File: config.mk
export PLATFORM = sky130hd
export DESIGN_NAME = envelope_sequencer
export DESIGN_NICKNAME = d
export VERILOG_FILES = /design/src/rtl/envelope_sequencer.sv
export SDC_FILE = /design/constraint.sdc
export NUM_CORES = 2
export LEC_CHECK = 0
export CORE_MARGIN = 2
export CORE_UTILIZATION = 50
export DETAILED_ROUTE_END_ITERATION = 6
export PLACE_DENSITY = 0.75
export SYNTH_ARGS = -nofsm -noshare
export SYNTH_HDL_FRONTEND = slang
export SYNTH_SLANG_ARGS = --single-unit
File: constraint.sdc
create_clock -name clk_in -period 10.2 [get_ports clk_in]
set_clock_uncertainty 0.05 [all_clocks]
set_input_delay 3.06 -clock clk_in [delete_from_list [all_inputs] [get_ports clk_in]]
set_output_delay 3.06 -clock clk_in [all_outputs]
set_load 0.02 [all_outputs]
File: src/rtl/envelope_sequencer.sv
// envelope_sequencer: time-multiplexes one shared double_biquad across the
// analysis bands (BPF pass, rectify, LPF pass per band) and owns all per-band
// filter history. Emits one envelope word per band per accepted sample.
module envelope_sequencer #(
  parameter int NUM_BANDS = 8,
  parameter int BPF_SHIFT = 20,
  parameter int LPF_SHIFT = 8
) (
  input  logic        clk_in,
  input  logic        rst_in,
  input  logic [31:0] sample_in,
  input  logic        sample_valid_in,
  output logic        ready_out,
  input  logic        hist_clear_in,
  output logic        bq_valid_out,
  output logic [3:0]  bq_coeff_sel_out,
  output logic [4:0]  bq_shift_out,
  output logic [31:0] bq_x_n,
  output logic [31:0] bq_x_n1,
  output logic [31:0] bq_x_n2,
  output logic [31:0] bq_i_n1,
  output logic [31:0] bq_i_n2,
  output logic [31:0] bq_y_n1,
  output logic [31:0] bq_y_n2,
  input  logic [31:0] bq_i_n,
  input  logic [31:0] bq_y_n,
  input  logic        bq_valid_in,
  output logic [31:0] env_out,
  output logic [2:0]  env_band_out,
  output logic        env_valid_out,
  output logic        frame_done_out
);

  localparam int BW = (NUM_BANDS > 1) ? $clog2(NUM_BANDS) : 1;

  typedef enum logic [2:0] {IDLE, BPF_ISSUE, BPF_WAIT, LPF_ISSUE, LPF_WAIT, COMMIT} state_t;
  typedef logic [31:0] hist_t [NUM_BANDS];

  // Full-wave rectifier; the most negative value saturates instead of wrapping.
  function automatic logic [31:0] sat_abs(input logic [31:0] v);
    if (v == 32'h8000_0000) return 32'h7FFF_FFFF;
    else if (v[31])         return 32'd0 - v;
    else                    return v;
  endfunction

  state_t        state_q, state_d;
  logic [BW-1:0] band_q, band_d;
  logic [31:0]   xs_q, xs_d, xh1_q, xh1_d, xh2_q, xh2_d;
  logic [31:0]   bi_q, bi_d, by_q, by_d;
  hist_t         bi1_q, bi1_d, bi2_q, bi2_d, by1_q, by1_d, by2_q, by2_d;
  hist_t         li1_q, li1_d, li2_q, li2_d, ly1_q, ly1_d, ly2_q, ly2_d;
  logic          ready_q, ready_d, bq_valid_q, bq_valid_d;
  logic [3:0]    coeff_q, coeff_d;
  logic [4:0]    shift_q, shift_d;
  logic [31:0]   x_n_q, x_n_d, x_n1_q, x_n1_d, x_n2_q, x_n2_d;
  logic [31:0]   i_n1_q, i_n1_d, i_n2_q, i_n2_d, y_n1_q, y_n1_d, y_n2_q, y_n2_d;
  logic [31:0]   env_q, env_d;
  logic [2:0]    env_band_q, env_band_d;
  logic          env_valid_q, env_valid_d, frame_done_q, frame_done_d;

  logic          issue_bpf;
  logic [BW-1:0] issue_band;
  logic [31:0]   issue_x;
  logic          last_band;

  // Next-state, history and registered-output computation for the sequencer.
  always_comb begin
    state_d      = state_q;
    band_d       = band_q;
    xs_d         = xs_q;
    xh1_d        = xh1_q;
    xh2_d        = xh2_q;
    bi_d         = bi_q;
    by_d         = by_q;
    bi1_d        = bi1_q;
    bi2_d        = bi2_q;
    by1_d        = by1_q;
    by2_d        = by2_q;
    li1_d        = li1_q;
    li2_d        = li2_q;
    ly1_d        = ly1_q;
    ly2_d        = ly2_q;
    bq_valid_d   = 1'b0;
    coeff_d      = coeff_q;
    shift_d      = shift_q;
    x_n_d        = x_n_q;
    x_n1_d       = x_n1_q;
    x_n2_d       = x_n2_q;
    i_n1_d       = i_n1_q;
    i_n2_d       = i_n2_q;
    y_n1_d       = y_n1_q;
    y_n2_d       = y_n2_q;
    env_d        = env_q;
    env_band_d   = env_band_q;
    env_valid_d  = 1'b0;
    frame_done_d = 1'b0;
    issue_bpf    = 1'b0;
    issue_band   = band_q;
    issue_x      = xs_q;
    last_band    = (band_q == BW'(NUM_BANDS - 1));

    case (state_q)
      IDLE: begin
        if (hist_clear_in) begin
          xh1_d = '0;
          xh2_d = '0;
          bi1_d = '{default: '0};
          bi2_d = '{default: '0};
          by1_d = '{default: '0};
          by2_d = '{default: '0};
          li1_d = '{default: '0};
          li2_d = '{default: '0};
          ly1_d = '{default: '0};
          ly2_d = '{default: '0};
        end else if (sample_valid_in) begin
          xs_d       = sample_in;
          band_d     = '0;
          issue_bpf  = 1'b1;
          issue_band = '0;
          issue_x    = sample_in;
        end
      end
      BPF_ISSUE: state_d = BPF_WAIT;
      BPF_WAIT: begin
        if (bq_valid_in) begin
          bi_d       = bq_i_n;
          by_d       = bq_y_n;
          state_d    = LPF_ISSUE;
          bq_valid_d = 1'b1;
          coeff_d    = 4'(NUM_BANDS);
          shift_d    = 5'(LPF_SHIFT);
          x_n_d      = sat_abs(bq_y_n);
          x_n1_d     = sat_abs(by1_q[band_q]);
          x_n2_d     = sat_abs(by2_q[band_q]);
          i_n1_d     = li1_q[band_q];
          i_n2_d     = li2_q[band_q];
          y_n1_d     = ly1_q[band_q];
          y_n2_d     = ly2_q[band_q];
        end
      end
      LPF_ISSUE: state_d = LPF_WAIT;
      LPF_WAIT: begin
        // History is written on the edge entering COMMIT so the LPF result needs
        // no holding register; nothing reads it during COMMIT itself.
        if (bq_valid_in) begin
          bi2_d[band_q] = bi1_q[band_q];
          bi1_d[band_q] = bi_q;
          by2_d[band_q] = by1_q[band_q];
          by1_d[band_q] = by_q;
          li2_d[band_q] = li1_q[band_q];
          li1_d[band_q] = bq_i_n;
          ly2_d[band_q] = ly1_q[band_q];
          ly1_d[band_q] = bq_y_n;
          env_d         = bq_y_n;
          env_band_d    = 3'(band_q);
          env_valid_d   = 1'b1;
          if (last_band) begin
            xh2_d        = xh1_q;
            xh1_d        = xs_q;
            frame_done_d = 1'b1;
          end
          state_d = COMMIT;
        end
      end
      COMMIT: begin
        if (last_band) begin
          state_d = IDLE;
        end else begin
          band_d     = band_q + BW'(1);
          issue_bpf  = 1'b1;
          issue_band = band_q + BW'(1);
        end
      end
      default: state_d = IDLE;
    endcase

    if (issue_bpf) begin
      state_d    = BPF_ISSUE;
      bq_valid_d = 1'b1;
      coeff_d    = 4'(issue_band);
      shift_d    = 5'(BPF_SHIFT);
      x_n_d      = issue_x;
      x_n1_d     = xh1_q;
      x_n2_d     = xh2_q;
      i_n1_d     = bi1_q[issue_band];
      i_n2_d     = bi2_q[issue_band];
      y_n1_d     = by1_q[issue_band];
      y_n2_d     = by2_q[issue_band];
    end

    ready_d = (state_d == IDLE);
  end

  // State, history and output registers with asynchronous active-low reset.
  always_ff @(posedge clk_in or negedge rst_in) begin
    if (!rst_in) begin
      state_q      <= IDLE;
      band_q       <= '0;
      xs_q         <= '0;
      xh1_q        <= '0;
      xh2_q        <= '0;
      bi_q         <= '0;
      by_q         <= '0;
      bi1_q        <= '{default: '0};
      bi2_q        <= '{default: '0};
      by1_q        <= '{default: '0};
      by2_q        <= '{default: '0};
      li1_q        <= '{default: '0};
      li2_q        <= '{default: '0};
      ly1_q        <= '{default: '0};
      ly2_q        <= '{default: '0};
      ready_q      <= 1'b0;
      bq_valid_q   <= 1'b0;
      coeff_q      <= '0;
      shift_q      <= '0;
      x_n_q        <= '0;
      x_n1_q       <= '0;
      x_n2_q       <= '0;
      i_n1_q       <= '0;
      i_n2_q       <= '0;
      y_n1_q       <= '0;
      y_n2_q       <= '0;
      env_q        <= '0;
      env_band_q   <= '0;
      env_valid_q  <= 1'b0;
      frame_done_q <= 1'b0;
    end else begin
      state_q      <= state_d;
      band_q       <= band_d;
      xs_q         <= xs_d;
      xh1_q        <= xh1_d;
      xh2_q        <= xh2_d;
      bi_q         <= bi_d;
      by_q         <= by_d;
      bi1_q        <= bi1_d;
      bi2_q        <= bi2_d;
      by1_q        <= by1_d;
      by2_q        <= by2_d;
      li1_q        <= li1_d;
      li2_q        <= li2_d;
      ly1_q        <= ly1_d;
      ly2_q        <= ly2_d;
      ready_q      <= ready_d;
      bq_valid_q   <= bq_valid_d;
      coeff_q      <= coeff_d;
      shift_q      <= shift_d;
      x_n_q        <= x_n_d;
      x_n1_q       <= x_n1_d;
      x_n2_q       <= x_n2_d;
      i_n1_q       <= i_n1_d;
      i_n2_q       <= i_n2_d;
      y_n1_q       <= y_n1_d;
      y_n2_q       <= y_n2_d;
      env_q        <= env_d;
      env_band_q   <= env_band_d;
      env_valid_q  <= env_valid_d;
      frame_done_q <= frame_done_d;
    end
  end

  assign ready_out        = ready_q;
  assign bq_valid_out     = bq_valid_q;
  assign bq_coeff_sel_out = coeff_q;
  assign bq_shift_out     = shift_q;
  assign bq_x_n           = x_n_q;
  assign bq_x_n1          = x_n1_q;
  assign bq_x_n2          = x_n2_q;
  assign bq_i_n1          = i_n1_q;
  assign bq_i_n2          = i_n2_q;
  assign bq_y_n1          = y_n1_q;
  assign bq_y_n2          = y_n2_q;
  assign env_out          = env_q;
  assign env_band_out     = env_band_q;
  assign env_valid_out    = env_valid_q;
  assign frame_done_out   = frame_done_q;

endmodule

After elaboration in Yosys (flattened, before gate mapping) --
Cells that the tools add are included.
Word-level totals: logic and storage cells 241, input bits 101, output and inout bits 272, register bits 2486
Cells by class: equal/unequal tests 12, bitwise gates (word level) 2, reductions and logical operators 11, muxes and demuxes 123, $lt $le $gt $ge 3, $add $sub $neg 4
Operators by type and width (number):
- $pmux 256 s2 | 8
- $mux 256 | 9
- $bwmux 256 | 8
- $mux 32 | 58
- $bmux 32 s3 | 11
- $pmux 32 s2 | 2
- $demux 32 s3 | 1
- $eq 32x32->1 const B | 3
- $sub 1x32->32 const A | 3
- $mux 3 | 7
- $pmux 3 s6 | 1
- $mux 5 | 3
- $mux 4 | 3
- $mux 1 | 10
- $eq 3x3->1 const B | 3
- $ge 4x4->1 const B | 2
- $not 3->4 | 2
- $eq 3x2->1 const B | 2
- $logic_not 3->1 | 2
- $ne 2x2->1 const B | 3
- $pmux 3 s2 | 1
- $reduce_and 2->1 | 3
- $reduce_bool 2->1 | 3
- $lt 4x1->1 const B | 1
- other kinds (6) | 6

Logic depth before layout (Yosys ltp) --
depth in word-level cells 10, depth in mapped cells 17, gate-level depth less buffers 11

Least setup slack after synthesis --
OpenSTA, ideal clock, no wires.
kind input to register, start point in bq_y_n[0], end point reg x_n_q[27], in the netlist bq_x_n[27], library setup time 87 ps, stages 14, arrival 5409 ps, path buffers 4, setup slack 4654 ps, required time 10063 ps, cells stage by stage inv_1 > clkbuf_1 > ha_1 > nand2b_1 > or3_1 > clkbuf_1 > nor3_1 > nand3_1 > or3_1 > clkbuf_1 > clkbuf_1 > nand2_1 > mux2i_1 > o211ai_1
Between the ends: word-level cells in the longest chain between the ends 6, elaborated cells between the ends (all ways) 7, those cells by class 1 x add/sub; 1 x eq/ne; 5 x mux
RTL lines:
- start, declared | RTL line 26 | input logic [31:0] bq_y_n,
- $sub 1x32->32 | RTL line 42 | else if (v[31]) return 32'd0 - v;
- $mux 32 | RTL line 42
- $mux 32 * | RTL line 41 | if (v == 32'h8000_0000) return 32'h7FFF_FFFF;
- $mux 32 * | RTL line 125 | if (bq_valid_in) begin
- $mux 32 * | RTL line 102 | case (state_q)
- $mux 32 * | RTL line 177 | if (issue_bpf) begin
- end signal, assigned | RTL line 247 | x_n_q <= x_n_d;
- end, declared | RTL line 55 | logic [31:0] x_n_q, x_n_d, x_n1_q, x_n1_d, x_n2_q, x_n2_d;
Every way passes the cells marked *; elsewhere a longest branch is shown, timed or not. The select of a mux whose other input is x is not followed. A chain may end at the register's enable or synchronous reset.

Final worst setup path --
start point in bq_y_n[10], end point reg x_n_q[29], in the netlist bq_x_n[29]
The elaborated chain is that of the path after synthesis.

==> flow_summary.ini <==
[worst_setup_path]
reg2reg_depth = 12
path_buf_inv = 1
regToRegSetupSlack_ns = 3.85
critical-path-max-stage-delay_ns = 0.87
path_max_fanout = 26
r2r-end = bq_x_n1[25]
critPathRequiredTime_ns = 10.97
start_kind = input port
rr_startpoint = band_q[2]
crit_slowest_cell = or3_1
worstSetupPathType = input port to flop
arrival_ns = 7.13
end_kind = flop
path_common_cell = or4_1
crit_family = simple AND/OR/NAND/NOR gates
path_cells = clkdlybuf4s50_1 > or4_1 > or4_1 > nor3_1 > nand3_1 > or3_1 > nand3b_1 > a21oi_1 > o311ai_1

[routing]
drc = 8
detail-route-antenna-nets = 0
first_iter_violations = 14080
routedWlPerCell_um = 34.5
via_count = 93550
via_per_inst = 7.28
drt_pre_antenna_iters = 7
drt_wl_total_mm = 443

[sta]
finalSetupViolCount = 0
tns_ns = 0
worst_pin_slew_ns = 1.41
rsz0062_at_grt = no
hold_viol_final = 0
fmax_mhz = 157
whs_ns = 0.421
worst_slack_ns = 3.84
slew_viol_final = 0
fin_crit_sh = 0.624
relSlewSlack = 0.0608
min_period_ns = 6.36

[synth]
synth-compound-area-share = 0.218
synth_flop_cell = dfrtp_1
syn_area_per_cell_um2 = 11.1
synth.distinct_cells = 87
synth_mux_area_frac = 0.0853
yosys.area_share.adder = 0.000452
synth_edf_count = 0
yosys.area_share.xor_xnor = 0.00578
syn_inst = 9934
syn_area_um2 = 111000
synth_top_family_by_area = compound AO/OA/AOI/OAI gates
synth_warnings = 0
ys_ff_latch = 2482
yosysSeqAreaShare = 0.561
postSynth.asyncResetShare = 1.00
synth-simple-area-share = 0.0883

[placed_design]
pre_cts_ws_ns = 3.00
hpwl_mm = 251
portBuffers = 370
place_congestion = 0.941
placed_cells_incl_taps = 12367
dpl_cell_area_um2 = 116000

[finish]
fillCellCount = 17664
multi_input_area_um2 = 44400
final_cells = 12845
syn_to_final_growth_pct = 13.2
layout_commonest_cell = dfrtp_1
design_area_um2 = 125000
drive_above_1_share = 0.112
final_cell_mix = dfrtp_1 (2479), nand2_1 (1783), a22o_1 (1232)
nNetsFinal = 9793
seqCellArea_um2 = 62100

[global_routing]
grt_pass1_wl_mm = 643
grt_max_degree = 189
track_usage = 0.388
antenna_found_initial = 41
grt_pass1_vias = 92239
grt_overflow = 0

[clock_tree]
tritoncts = built
post_cts_resized = 0
cts_root_buffer = clkbuf_16
cts_setup_buffers = 0
clk_pin_slew_ns = 0.06
clock_latency_ns = 0.96
clock_path_buffers = 4
htree_levels = 5
cts.sinks = 2482
cts_hold_repair.buffers = 0
cts_made_buffers = 277

[power_and_ir_drop]
pwr_density_cell_nw_per_um2 = 262
p_leak_nw = 54.9
irDropWorstVdd_mv = 0.500

[hold_path]
holdCritStartpoint = xh2_q[13]
worstHoldPathType = flop to flop
min_path_cells = 2
hold_path_end = xh2_q[13]

[floorplan]
die_area_um2 = 225000
coreArea_um2 = 220000
die_x_um = 475
start_util = 0.503
die_height_um = 475
pin_count = 373
fp-row-count = 172

[outcome]
violations = design-rule violations
outcome = finished, violations left

[flow_run]
drv_cap = 0
==> synthesized netlist by cell type, types with 16 or more instances <==
library cell | instances | area (µm²)
a31oi_1 | 81 | 507
o211ai_1 | 65 | 488
a221oi_1 | 151 | 1320
o21ai_0 | 1003 | 5020
nand2_1 | 1794 | 6730
dfrtp_1 | 2482 | 62100
a22o_1 | 1232 | 10800
a22oi_1 | 399 | 3000
nor2b_1 | 19 | 119
nor3_1 | 22 | 110
mux4_2 | 301 | 6780
a221o_1 | 100 | 1000
buf_2 | 99 | 495
a21oi_1 | 182 | 911
o22ai_1 | 19 | 119
nand3_1 | 201 | 1010
o22a_1 | 16 | 140
mux2_2 | 68 | 766
o21ai_1 | 16 | 80.1
nor2_1 | 95 | 357
xnor2_1 | 18 | 158
and3_1 | 73 | 457
and4_1 | 27 | 236
xor2_1 | 55 | 482
buf_1 | 114 | 428
and2_1 | 29 | 181
mux2i_1 | 176 | 1760
clkbuf_1 | 886 | 3330
==> sequential cells by signal (all words and copies together), names as in the netlist, 256 cells and up <==
signal and cells:
bi1_q 256, bi2_q 256, by1_q 256, by2_q 256, li1_q 256, li2_q 256
ly1_q 256, ly2_q 256
==> per-layer routing <==
metal  up-vias  GRT usage  routed length [µm]
met5         -          0                 252
met4        42      0.264               37000
met3      2141      0.158               73100
met2      8203      0.544              181000
met1     47073      0.493              151000
li1      36091          -                   -
==> metrics by stage <==
stage,utilization,power (mW)
global placement,0.528,22.1
global route,0.570,33.4
detailed placement,0.528,22.2
CTS,0.570,32.3
finish,0.570,32.9
floorplan,-,17.2
==> where the power goes <==
group          internal, mW  leakage [nW]  switching, mW
logic                  2.77          16.1           7.98
registers              10.8          34.3           1.22
clock network          6.06          4.49           4.09
==> kinds of logic after synthesis <==
group | Yosys count
flops | 2482
simple gates | 2334
xor+xnor | 73
compound gates | 3348
fa+ha+maj | 4
other cells | 1
buf+inv | 1137
mux | 555
==> worst max path at each step <==
stage                           from         end  slack [ns]  cells past startpoint
after floorplan            bq_y_n[0]  bq_x_n[27]        4.65                     14
after global placement    bq_y_n[10]  bq_x_n[29]        3.07                      9
after detailed placement  bq_y_n[10]  bq_x_n[29]        3.00                      9
after CTS                 bq_y_n[10]  bq_x_n[29]        3.92                      9
after global routing      bq_y_n[10]  bq_x_n[29]        3.74                      9
final                     bq_y_n[10]  bq_x_n[29]        3.84                      9
==> final cells by class <==
type / count / share of cell area
diodes: 16 / 0.000320
clock inverters: 71 / 0.00703
multi-input cells: 6316 / 0.354
well taps: 2958 / 0.0295
clock buffers: 391 / 0.0652
flip-flops and latches: 2482 / 0.496
repair buffers: 598 / 0.0473
inverters: 13 / 0.000529
==> worst reg2reg max path, delay by kind of cell (launching register included) <==
family	cells	cell delay, ns
flops	1	0.68
simple gates	3	1.51
compound gates	4	1.82
buf+inv	5	2.20
Power figures use the tool's default switching activity.
